### src/rtl/uart_cmd_framer.sv
// Assembles UART receiver bytes into 5-byte command frames (ID + 32-bit big-endian payload),
// with an inter-byte timeout, command-range checking and an ACK/NAK response byte.
module uart_cmd_framer #(
  parameter int unsigned TIMEOUT_CYCLES = 20000,
  parameter int unsigned MAX_CMD        = 15,
  parameter logic [7:0]  ACK_BYTE       = 8'h06,
  parameter logic [7:0]  NAK_BYTE       = 8'h15
) (
  input  logic        clk,
  input  logic        rst,
  input  logic        rx_busy,
  input  logic [7:0]  rx_data,
  output logic        cmd_valid,
  output logic [7:0]  cmd_id,
  output logic [31:0] cmd_payload,
  output logic        frame_err,
  output logic        timeout_err,
  output logic        ack_valid,
  output logic [7:0]  ack_data,
  input  logic        ack_ready,
  output logic        ack_overrun
);

  localparam int TW = $clog2(TIMEOUT_CYCLES);
  localparam logic [TW-1:0] TC_LAST   = TW'(TIMEOUT_CYCLES - 1);
  localparam logic [TW-1:0] TC_EXPIRE = TW'(TIMEOUT_CYCLES - 2);

  typedef enum logic {IDLE, PAYLOAD} state_t;

  state_t        state, state_next;
  logic [2:0]    cnt, cnt_next;
  logic [TW-1:0] tcnt, tcnt_next;
  logic [7:0]    cmd_byte, cmd_byte_next;
  logic [31:0]   shift_reg, shift_next;
  logic          prev_busy;
  logic          strobe;
  logic          frame_done;
  logic          expire;
  logic          legal;
  logic          resp_push;
  logic [7:0]    resp_byte;

  function automatic logic is_legal(input logic [7:0] id);
    return ({24'd0, id} <= 32'(MAX_CMD)) && (id != 8'd13) && (id != 8'd14);
  endfunction

  // Byte completion is the falling edge of the receiver busy flag.
  assign strobe = prev_busy & ~rx_busy;

  always_ff @(posedge clk) begin
    if (rst) begin
      prev_busy <= 1'b0;
      state     <= IDLE;
      cnt       <= 3'd0;
      tcnt      <= '0;
    end else begin
      prev_busy <= rx_busy;
      state     <= state_next;
      cnt       <= cnt_next;
      tcnt      <= tcnt_next;
    end
  end

  // Frame contents are plain data and need no reset; the FSM never reads them in IDLE.
  always_ff @(posedge clk) begin
    cmd_byte  <= cmd_byte_next;
    shift_reg <= shift_next;
  end

  always_comb begin
    state_next    = state;
    cnt_next      = cnt;
    tcnt_next     = tcnt;
    cmd_byte_next = cmd_byte;
    shift_next    = shift_reg;
    frame_done    = 1'b0;
    expire        = 1'b0;
    case (state)
      IDLE: begin
        tcnt_next = '0;
        if (strobe) begin
          cmd_byte_next = rx_data;
          shift_next    = 32'd0;
          cnt_next      = 3'd1;
          state_next    = PAYLOAD;
        end
      end
      PAYLOAD: begin
        if (strobe) begin
          shift_next = {shift_reg[23:0], rx_data};
          tcnt_next  = '0;
          if (cnt == 3'd4) begin
            frame_done = 1'b1;
            cnt_next   = 3'd0;
            state_next = IDLE;
          end else begin
            cnt_next = cnt + 3'd1;
          end
        end else if (tcnt == TC_EXPIRE) begin
          // Expire on the cycle the count would reach TIMEOUT_CYCLES-1; a strobe here wins.
          expire     = 1'b1;
          cnt_next   = 3'd0;
          tcnt_next  = '0;
          state_next = IDLE;
        end else if (tcnt != TC_LAST) begin
          tcnt_next = tcnt + TW'(1);
        end
      end
      default: state_next = IDLE;
    endcase
  end

  assign legal     = is_legal(cmd_byte);
  assign resp_push = frame_done | expire;
  assign resp_byte = (frame_done && legal) ? ACK_BYTE : NAK_BYTE;

  // Output stage: strobes and the accepted command, one cycle after the accepting edge.
  always_ff @(posedge clk) begin
    if (rst) begin
      cmd_valid   <= 1'b0;
      frame_err   <= 1'b0;
      timeout_err <= 1'b0;
      cmd_id      <= 8'd0;
      cmd_payload <= 32'd0;
    end else begin
      cmd_valid   <= frame_done & legal;
      frame_err   <= frame_done & ~legal;
      timeout_err <= expire;
      if (frame_done && legal) begin
        cmd_id      <= cmd_byte;
        cmd_payload <= shift_next;
      end
    end
  end

  // Single-entry response slot; a new response replaces an unconsumed one and flags it.
  always_ff @(posedge clk) begin
    if (rst) begin
      ack_valid   <= 1'b0;
      ack_data    <= 8'd0;
      ack_overrun <= 1'b0;
    end else if (resp_push) begin
      ack_valid <= 1'b1;
      ack_data  <= resp_byte;
      if (ack_valid && !ack_ready) ack_overrun <= 1'b1;
    end else if (ack_valid && ack_ready) begin
      ack_valid <= 1'b0;
    end
  end

endmodule

### config.mk
export PLATFORM = sky130hd
export DESIGN_NAME = uart_cmd_framer
export DESIGN_NICKNAME = d
export VERILOG_FILES = /design/src/rtl/uart_cmd_framer.sv
export SDC_FILE = /design/constraint.sdc
export NUM_CORES = 1
export LEC_CHECK = 0
export CAP_MARGIN = 20
export CORE_UTILIZATION = 56
export DETAILED_ROUTE_END_ITERATION = 10
export PLACE_DENSITY_LB_ADDON = 0.1
export SKIP_LAST_GASP = 1
export SYNTH_ARGS = -nofsm -noshare
export SYNTH_HDL_FRONTEND = slang
export SYNTH_SLANG_ARGS = --single-unit
### constraint.sdc
create_clock -name clk -period 2.65 [get_ports clk]
set_clock_uncertainty 0.1 [all_clocks]
set_input_delay 0.53 -clock clk [delete_from_list [all_inputs] [get_ports clk]]
set_output_delay 0.53 -clock clk [all_outputs]
set_load 0.02 [all_outputs]
Yosys cells after proc, flatten, opt, wreduce, memory -nomap -nowiden
Cells that the tools add are included.
Operators by class
  add/subtract/negate cells: 2
  magnitude comparators: 1
  equality and inequality tests: 8
  muxes and demuxes: 26
  bitwise logic cells: 7
  reductions and logical operators: 10
Operators with widths (number)
  $mux 32: 2
  $pmux 32 s2: 1
  $mux 15: 3
  $pmux 15 s2: 1
  $ne 8x4->1 const B: 2
  $add 15x1->15 const B: 1
  $eq 15x15->1 const B: 1
  $ne 15x15->1 const B: 1
  $mux 1: 12
  $mux 3: 4
  $le 8x4->1 const B: 1
  $pmux 3 s2: 1
  $reduce_and 2->1: 3
  $logic_and 1x1->1: 5
  $mux 5: 1
  $ne 4x1->1 const B: 1
  $add 3x1->3 const B: 1
  $and 1x1->1: 3
  $eq 3x3->1 const B: 1
  $ne 3x1->1 const B: 1
  $not 1->1: 3
  $ne 2x2->1 const B: 1
  $pmux 1 s2: 1
  $reduce_bool 2->1: 1
  other kinds (2): 2
Storage, ports and cells
  bits in registers: 113
  input port bits: 12
  output and inout port bits: 53
  logic and storage cells: 68

Logic depth before layout (Yosys ltp)
Gate-level depths: netlist of run 1.
  word-level depth: 6
  mapped depth: 7
  depth with buffers taken out: 6

Worst setup path after synthesis of run 1
Ideal clock, no wire load.
  path type: input to register
  start point: in rx_busy
  end point: reg cmd_byte[0] (enable)
  setup time: 0.370 ns
  data arrival time: 1.382 ns
  required time: 2.180 ns
  setup slack: 0.798 ns
  stages: 4
  buffers on the path: 2
  path through: nand2b_1 buf_2 buf_1 nor2_1
Between the ends
  longest elaborated chain between the ends: 3
Ends and longest elaborated chain
  start: declaration: line 11  | input logic rx_busy,
  $not 1->1: line 48  | assign strobe = prev_busy & ~rx_busy;
  $and 1x1->1: line 48
  $reduce_and 2->1 (no line)
  end signal: assignment: line 66  | cmd_byte <= cmd_byte_next;
  end: declaration: line 33  | logic [7:0] cmd_byte, cmd_byte_next;
Every way passes these cells.
A chain may end at the register's enable or synchronous reset.

Worst setup path after layout of run 1
  start point: in rx_busy
  end point: reg cmd_payload[0]
Between the ends
  longest elaborated chain between the ends: 5
  elaborated cells on any way between the ends: 8
  classes of those cells: mux: 5; bitwise: 2; reduce/logical: 1
Ends and longest elaborated chain
  $not 1->1 (*): line 48
  $and 1x1->1 (*): line 48
  $mux 1: line 89  | if (strobe) begin
  $mux 1: line 78  | case (state)
  $logic_and 1x1->1: line 129  | if (frame_done && legal) begin
  end signal: assignment: line 131  | cmd_payload <= shift_next;
  end: declaration: line 15  | output logic [31:0] cmd_payload,
Every way passes the cells marked *; elsewhere a longest branch is shown, timed or not.

==> results_dict.tcl, run 1 <==
set metrics [dict create \
    avgSynthCellArea_um2 10.1 \
    p_per_area_mw_per_mm2 579 \
    clk_latency_ps 370 \
    arrival_ps 2340 \
    pre_cts_ws_ps 83.8 \
    final_common_cell "dfxtp_1" \
    placed_cells 531 \
    cap_violations 0 \
    utilization_pct 70.7 \
    core-area_mm2 0.00679 \
    wirelength_um 7790 \
    antenna_cells 0 \
    grt_pass1_vias 2731 \
    track_usage_pct 22.5 \
    start_util_pct 57.7 \
    h-tree-depth 3 \
    port_buffers 60 \
    yosys_warnings 0 \
    cts.clk_slew.worst_paths_ps 100 \
    die_h_um 85.7 \
    startpoint "rx_busy" \
    min_from "shift_reg[24]" \
    critical_path_class "in -> reg" \
    synthTopCellsByArea "dfxtp_1 51%, a22o_1 8.0%, nand2_1 7.1%, edfxtp_1 6.1%, nand3_1 5.4%" \
    dp_hpwl_um 5220 \
    fmax_ghz 0.460 \
    wl_per_cell_um 14.2 \
    ctsResizeCount 0 \
    synth_sequential_area_ratio_pct 57.2 \
    via_count 2928 \
    overflow 0 \
    synth.top_cell.area_share_pct 51.1 \
    yosysTopAreaCell "dfxtp_1" \
    fillers 534 \
    stdcell_count 547 \
    numCtsBuffers 9 \
    post_cts_buffers 0 \
    peakVddDrop_uv 430 \
    dieArea_mm2 0.00734 \
    die_x_um 85.7 \
    final_nets 462 \
    num_io_pins 65 \
    hold_buffers 0 \
    required_ps 2820 \
    p_total_w 0.00278 \
    firstDrtPassIters 4 \
    worst_slack_ps 476 \
    clockRootBuffer "clkbuf_8" \
    viasPerCell 5.35 \
    ys_ff_latch 108 \
    status "completed" \
    fin_crit_ps 2170 \
    drive_gt1_share_pct 8.20 \
    relSlewSlack_pct 52.3 \
    drtIter0Drc 146 \
    fin_crit_sh_pct 82.0 \
    cp-end-kind "register" \
    finalSetupTns_ps 0 \
    rsz0062_at_grt "no" \
    grt_first_pass_wirelength_um 12900 \
    ant_nets 0 \
    final-setup-viol-count 0 \
    cts.path.max_buffers 2 \
    syn2layout_area_growth_pct 22.6 \
    finalHoldViolCount 0 \
    rows 30 \
    synth_area_mm2 0.00392 \
    p_leak_nw 1.88 \
    hp-class "reg -> reg" \
    cts_sinks 108 \
    startpoint_type "input port" \
    most-common-layout-cells "100 x dfxtp_1, 74 x nand2_1, 60 x clkdlybuf4s50_1" \
    max_slew.worst_pin.slew_ps 714 \
    gp_congestion 0.795 \
    critical_path.max_fanout 41 \
    antenna_found_initial 0 \
    finalMaxSlewViolations 0 \
    cts_tree "yes" \
    timing.rr.start "cmd_byte[0]" \
    post-route-drc-count 0 \
    grt_max_degree 42 \
    synthDistinctLibCells 49 \
    syn-instance-count 390 \
]
[routing by layer]
metal / vias to the layer above / share of wire (%) / track usage (%)
met4: 0 / 1.3 / 6.52
met5: - / 0 / 0
met3: 11 / 4.5 / 6.35
met1: 1359 / 50 / 31.9
li1: 1485 / - / -
met2: 73 / 44 / 33.7
[worst max-delay path, stage by stage]
cell,delay [ps]
clkdlybuf4s50_1,420
and2b_1,340
nand4_1,250
o21a_1,240
buf_4,260
a22o_1,290
[cells by family (layout without fill, tap and decap cells)]
logic type,count (synthesis),in the layout,synth area share (%)
and+or+nand+nor,165,165,21.5
adders and majority gates,4,4,1.28
muxes,2,2,0.511
buffers and inverters,34,92,4.28
AOI/OAI and AO/OA,69,69,13.6
DFF,108,108,57.2
xor gates and xnor gates,7,7,1.56
other,1,4,0.0956
[power breakdown]
part | leakage, nW | total, W | internal [W] | switching, W
Combinational | 0.890 | 0.0000943 | 0.0000313 | 0.0000630
Sequential | 0.880 | 0.00167 | 0.00166 | 0.00000959
Clock | 0.107 | 0.00102 | 0.000454 | 0.000567
[through the flow]
stage | hold slack (ps) | area, um^2
after global placement | 321 | 4600
after global routing | 370 | 4810
after detailed placement | 333 | 4600
after floorplan | 312 | 3930
final | 356 | 4810
after CTS | 353 | 4810
[layout make-up]
cell class | instances | area [um^2] | area share (%)
inverter | 6 | 22.5 | 0.469
timing repair buffer | 70 | 688 | 14.3
tap | 96 | 120 | 2.50
clock inverter | 7 | 81.3 | 1.69
multi-input combinational | 251 | 1530 | 31.8
clock buffer | 9 | 124 | 2.58
sequential | 108 | 2240 | 46.7
[cell usage after synthesis (all sizes together)]
cell type	count
dfxtp	100
nand2	75
nand3	42
a22o	36
buf	18
a21oi	11
clkbuf	10
edfxtp	8
nor2	8
nand4	7
and2	6
inv	6
xor2	6
nor3	5
o21ai	5
a211oi	4
ha	4
nand2b	4
o21a	4
and3	3
and4	3
o31ai	3
or4	3
mux2i	2
nor3b	2
nor4	2
a211o	1
a31o	1
a31oi	1
and2b	1
and4b	1
conb	1
nand3b	1
nor2b	1
nor4b	1
o211ai	1
o221a	1
o32ai	1
xnor2	1
[worst paths after layout]
check	slack, ps	cells after the start	end
setup reg to reg	680	5	cmd_payload[0]
hold / removal	360	2	shift_reg[24]
setup / recovery	480	6	cmd_payload[0]
hold reg to reg	360	2	shift_reg[24]
Power figures use the tool's default switching activity.
==> run 2, diff against run 1 <==
- CORE_UTILIZATION: 56 -> 47
- clock period: 2.65 -> 2 ns (I/O delays scaled with it)
==> run 2 against run 1 <==
Effect of this change: critical endpoint is now cmd_payload[23]; register-to-register slack worse by 600 ps; global-route usage is 2.6 points lower; worst hold slack worse by 5.6 ps; core utilization is 8.2 points lower; wire length is 7.3% higher; power is 30% higher; worst setup slack worse by 390 ps; highest routed layer unchanged; die area is 19% higher; critical path depth stayed put; clock power is 24% higher; final area is 2.7% higher.
==> results_dict.tcl, run 2 (synthesized netlist as in run 1, its figures left out) <==
set metrics [dict create \
    status "completed" \
    worst_r2r_endpoint "cmd_payload[23]" \
    required_ps 2160 \
    arrival_ps 2070 \
    area.sequential_mm2 0.00224 \
    finalHoldViolCount 0 \
    hp-class "reg -> reg" \
    clockRootBuffer "clkbuf_8" \
    syn2layout_area_growth_pct 25.8 \
    firstDrtPassIters 4 \
    rrSetupSlack_ps 80 \
    cp_top_family "compound AO/OA/AOI/OAI gates" \
    num_io_pins 65 \
    post_cts_buffers 0 \
    grt_max_degree 37 \
    antenna_found_initial 0 \
    final_nets 477 \
    clk_latency_ps 370 \
    dp_hpwl_um 5720 \
    rows 32 \
    rsz0062_at_grt "no" \
    timing.rr.start "cmd_byte[4]" \
    wirelength_um 8360 \
    cpMaxStageDelayCell "edfxtp_1" \
    die_h_um 93.3 \
    most-common-layout-cells "100 x dfxtp_1, 74 x nand2_1, 60 x clkdlybuf4s50_1" \
    worst_slack_ps 84.5 \
    finalMaxSlewViolations 0 \
    cts.clk_slew.worst_paths_ps 110 \
    gp_congestion 0.776 \
    final-setup-viol-count 0 \
    via_count 3002 \
    antenna_cells 0 \
    cp-end-kind "register" \
    die_x_um 93.3 \
    ctsResizeCount 0 \
    cts.path.max_buffers 2 \
    fin_crit_ps 1920 \
    path_cells "nor4_1, o21ai_0, buf_4, o21a_1, buf_12, a22o_1" \
    startpoint "cmd_byte[4]" \
    start_util_pct 49.7 \
    peakVddDrop_uv 395 \
    finalSetupTns_ps 0 \
    fillers 673 \
    dieArea_mm2 0.00871 \
    critPathBufInv 2 \
    reg2reg_depth 6 \
    multi_input_area_mm2 0.00153 \
    h-tree-depth 3 \
    fin_crit_sh_pct 95.8 \
    post-route-drc-count 0 \
    numCtsBuffers 9 \
    final_common_cell "dfxtp_1" \
    cts_tree "yes" \
    cp.depth 6 \
    grt_pass1_vias 2768 \
    cpPeakStageDelay_ps 380 \
    critical_path.max_fanout 36 \
    fmax_ghz 0.522 \
    ant_nets 0 \
    p_per_area_mw_per_mm2 731 \
    track_usage_pct 19.9 \
    wl_per_cell_um 14.7 \
    drive_gt1_share_pct 10.9 \
    startpoint_type "register" \
    cts_sinks 108 \
    overflow 0 \
    viasPerCell 5.29 \
    critPathCapture "cmd_payload[23]" \
    critical_path_class "reg -> reg" \
    hold_buffers 0 \
    cap_violations 0 \
    p_leak_nw 1.94 \
    drtIter0Drc 140 \
    grt_first_pass_wirelength_um 13500 \
    port_buffers 60 \
    p_total_w 0.00361 \
    pre_cts_ws_ps -236 \
    core-area_mm2 0.00789 \
]
run 2: where the power goes:
part	internal [W]	switching (W)	total, W
Sequential	0.00220	0.0000118	0.00221
Combinational	0.0000526	0.0000864	0.000139
Clock	0.000480	0.000779	0.00126
run 2: cell type report:
cell class | instances | share of cell area (%)
Clock buffer | 10 | 2.59
Clock inverter | 6 | 1.24
Inverter | 6 | 0.456
Multi-Input combinational cell | 251 | 31.0
Sequential cell | 108 | 45.4
Tap cell | 102 | 2.59
Timing Repair Buffer | 85 | 16.7
run 2: how the worst min path moves through the flow:
stage               cells past startpoint       endpoint     startpoint
floorplan                               2  shift_reg[24]  shift_reg[24]
global placement                        2  shift_reg[24]  shift_reg[24]
detailed placement                      2  shift_reg[28]  shift_reg[28]
CTS                                     2  shift_reg[24]  shift_reg[24]
global route                            2  shift_reg[27]  shift_reg[27]
finish                                  2  shift_reg[27]  shift_reg[27]
run 2: per-stage QoR:
| step | hold WS (ps) | utilization (%) | cell area (um^2) | instances |
|---|---|---|---|---|
| global placement | 323 | 60.2 | 4750 | 552 |
| CTS | 352 | 62.6 | 4930 | 568 |
| global route | 378 | 62.6 | 4930 | 568 |
| floorplan | 312 | - | 3930 | 393 |
| detailed placement | 329 | 60.2 | 4750 | 552 |
| finish | 350 | 62.6 | 4930 | 568 |
run 2: tightest hold or removal path, stage by stage (launching register included):
cell and delay [ps]:
dfxtp_1 320, nand2_1 40, nand2_1 50
run 2: layer usage:
metal	up-vias	track usage (%)	share of wire, %	routed length, um
li1	1513	-	-	-
met1	1411	28.5	50	4190
met2	70	29.8	44	3650
met3	8	3.98	5.1	428
met4	0	6.92	1.1	89
met5	-	0	0	0
==> run 3, diff against run 2 <==
- CORE_UTILIZATION: 47 -> 52
- CTS_CLUSTER_DIAMETER: not set -> 40
- clock period: 2 -> 2.2 ns (I/O delays scaled with it)
==> run 3 against run 2 <==
Effect of this change: register-to-register slack improved by 270 ps; first-iteration DRC count decreased by 1.4%; combinational power decreased by 12%; sequential share of layout area increased by 0.38 points; core utilization increased by 4.9 points; non-clock buffer count decreased by 6; worst setup slack improved by 190 ps; global-route usage increased by 1.4 points; worst hold slack improved by 2.9 ps; critical path depth increased by 1; largest cell class unchanged; largest power group unchanged.
==> results_dict.tcl, run 3 (synthesized netlist as in run 1, its figures left out) <==
set metrics [dict create \
    arrival_ps 2140 \
    area.sequential_mm2 0.00224 \
    cts.path.max_buffers 2 \
    finalInstanceArea_mm2 0.00489 \
    worst_slack_ps 273 \
    multi_input_area_mm2 0.00153 \
    die_x_um 88.8 \
    dpl_cell_area_mm2 0.00470 \
    peakVddDrop_uv 500 \
    power.switching_w 0.000764 \
    grt_max_degree 37 \
    final-setup-viol-count 0 \
    grt_pass1_vias 2680 \
    core-area_mm2 0.00725 \
    syn2layout_area_growth_pct 24.8 \
    finalHoldViolCount 0 \
    p_leak_nw 1.92 \
    fmax_ghz 0.519 \
    hold_buffers 0 \
    cts.clk_slew.worst_paths_ps 100 \
    ctsResizeCount 0 \
    final_common_cell "dfxtp_1" \
    track_usage_pct 21.3 \
    hp-class "reg -> reg" \
    p_clk_share_pct 36.2 \
    firstDrtPassIters 4 \
    overflow 0 \
    rows 31 \
    dieArea_mm2 0.00789 \
    antenna_cells 0 \
    fillers 622 \
    p_sw_share_pct 22.9 \
    stdcell_count 558 \
    cap_violations 0 \
    die_h_um 88.8 \
    gp_congestion 0.794 \
    post-route-drc-count 0 \
    final_nets 471 \
    viasPerCell 5.30 \
    required_ps 2410 \
    p_per_area_mw_per_mm2 683 \
    grt_first_pass_wirelength_um 12700 \
    ant_nets 0 \
    clockRootBuffer "clkbuf_8" \
    wl_per_cell_um 14.2 \
    most-common-layout-cells "100 x dfxtp_1, 74 x nand2_1, 60 x clkdlybuf4s50_1" \
    post_cts_buffers 0 \
    dp_hpwl_um 5340 \
    fin_crit_sh_pct 87.6 \
    wirelength_um 7930 \
    status "completed" \
    rsz0062_at_grt "no" \
    p_total_w 0.00334 \
    fin_crit_ps 1930 \
    pre_cts_ws_ps -108 \
    h-tree-depth 3 \
    drive_gt1_share_pct 9.80 \
    cp-end-kind "register" \
    critical_path.max_fanout 36 \
    num_io_pins 65 \
    pwr-share-comb_pct 3.7 \
    finalMaxSlewViolations 0 \
    clk_latency_ps 360 \
    p_int_w 0.00258 \
    port_buffers 60 \
    cts_sinks 108 \
    start_util_pct 54.1 \
    placed_cells 543 \
    power_frac_seq_pct 60.1 \
    cts_tree "yes" \
    startpoint_type "input port" \
    critical_path_class "in -> reg" \
    via_count 2957 \
    numCtsBuffers 9 \
    antenna_found_initial 0 \
    utilization_pct 67.5 \
    drtIter0Drc 138 \
]
==> run 3: cell count changes in the layout (fill, tap and decap cells not counted) <==
cell	delta
clkinv_4	-2
inv_6	+1
clkbuf_1	-1
inv_4	+1
bufinv_16	+1
clkinv_8	-1
buf_4	-6
==> run 3: worst paths after layout <==
kind,startpoint,endpoint,slack [ps],cells past startpoint
hold reg to reg,shift_reg[30],shift_reg[30],350,2
hold / removal,shift_reg[30],shift_reg[30],350,2
setup reg to reg,tcnt[5],ack_data[1],350,4
setup / recovery,rx_busy,cmd_payload[14],270,7
==> run 3: per-stage QoR <==
stage / setup TNS [ps] / hold slack (ps)
after CTS: 0 / 355
after detailed placement: -3400 / 333
final: 0 / 353
after global routing: 0 / 372
after global placement: -2200 / 329
after floorplan: 0 / 312
==> run 3: cell type report <==
cell class | count | share of cell area (%)
Clock buffer | 9 | 2.53
Sequential cell | 108 | 45.8
Timing Repair Buffer | 79 | 16.0
Clock inverter | 6 | 1.48
Tap cell | 99 | 2.53
Multi-Input combinational cell | 251 | 31.2
Inverter | 6 | 0.460
==> run 3: worst max-delay path: stages <==
cell,delay [ps]
clkdlybuf4s50_1,430
and2b_1,290
nand4_1,180
buf_4,190
nor3_2,210
buf_12,230
a22o_1,160
==> run 3: power by group through the flow <==
stage | Combinational (W) | Sequential [W] | Clock, W
2_1_floorplan | 0.0000750 | 0.00205 | 0
3_3_place_gp | 0.000121 | 0.00205 | 0
3_5_place_dp | 0.000122 | 0.00205 | 0
4_1_cts | 0.000123 | 0.00201 | 0.00123
5_1_grt | 0.000133 | 0.00201 | 0.00132
6_report | 0.000123 | 0.00201 | 0.00121
==> run 3: per-layer routing <==
metal | wire [um] | vias to the layer above | global-route usage, %
met5 | 0 | - | 0
met4 | 72 | 0 | 6.01
met3 | 380 | 7 | 6.06
met2 | 3580 | 72 | 32.4
met1 | 3900 | 1373 | 29.8
li1 | - | 1505 | -
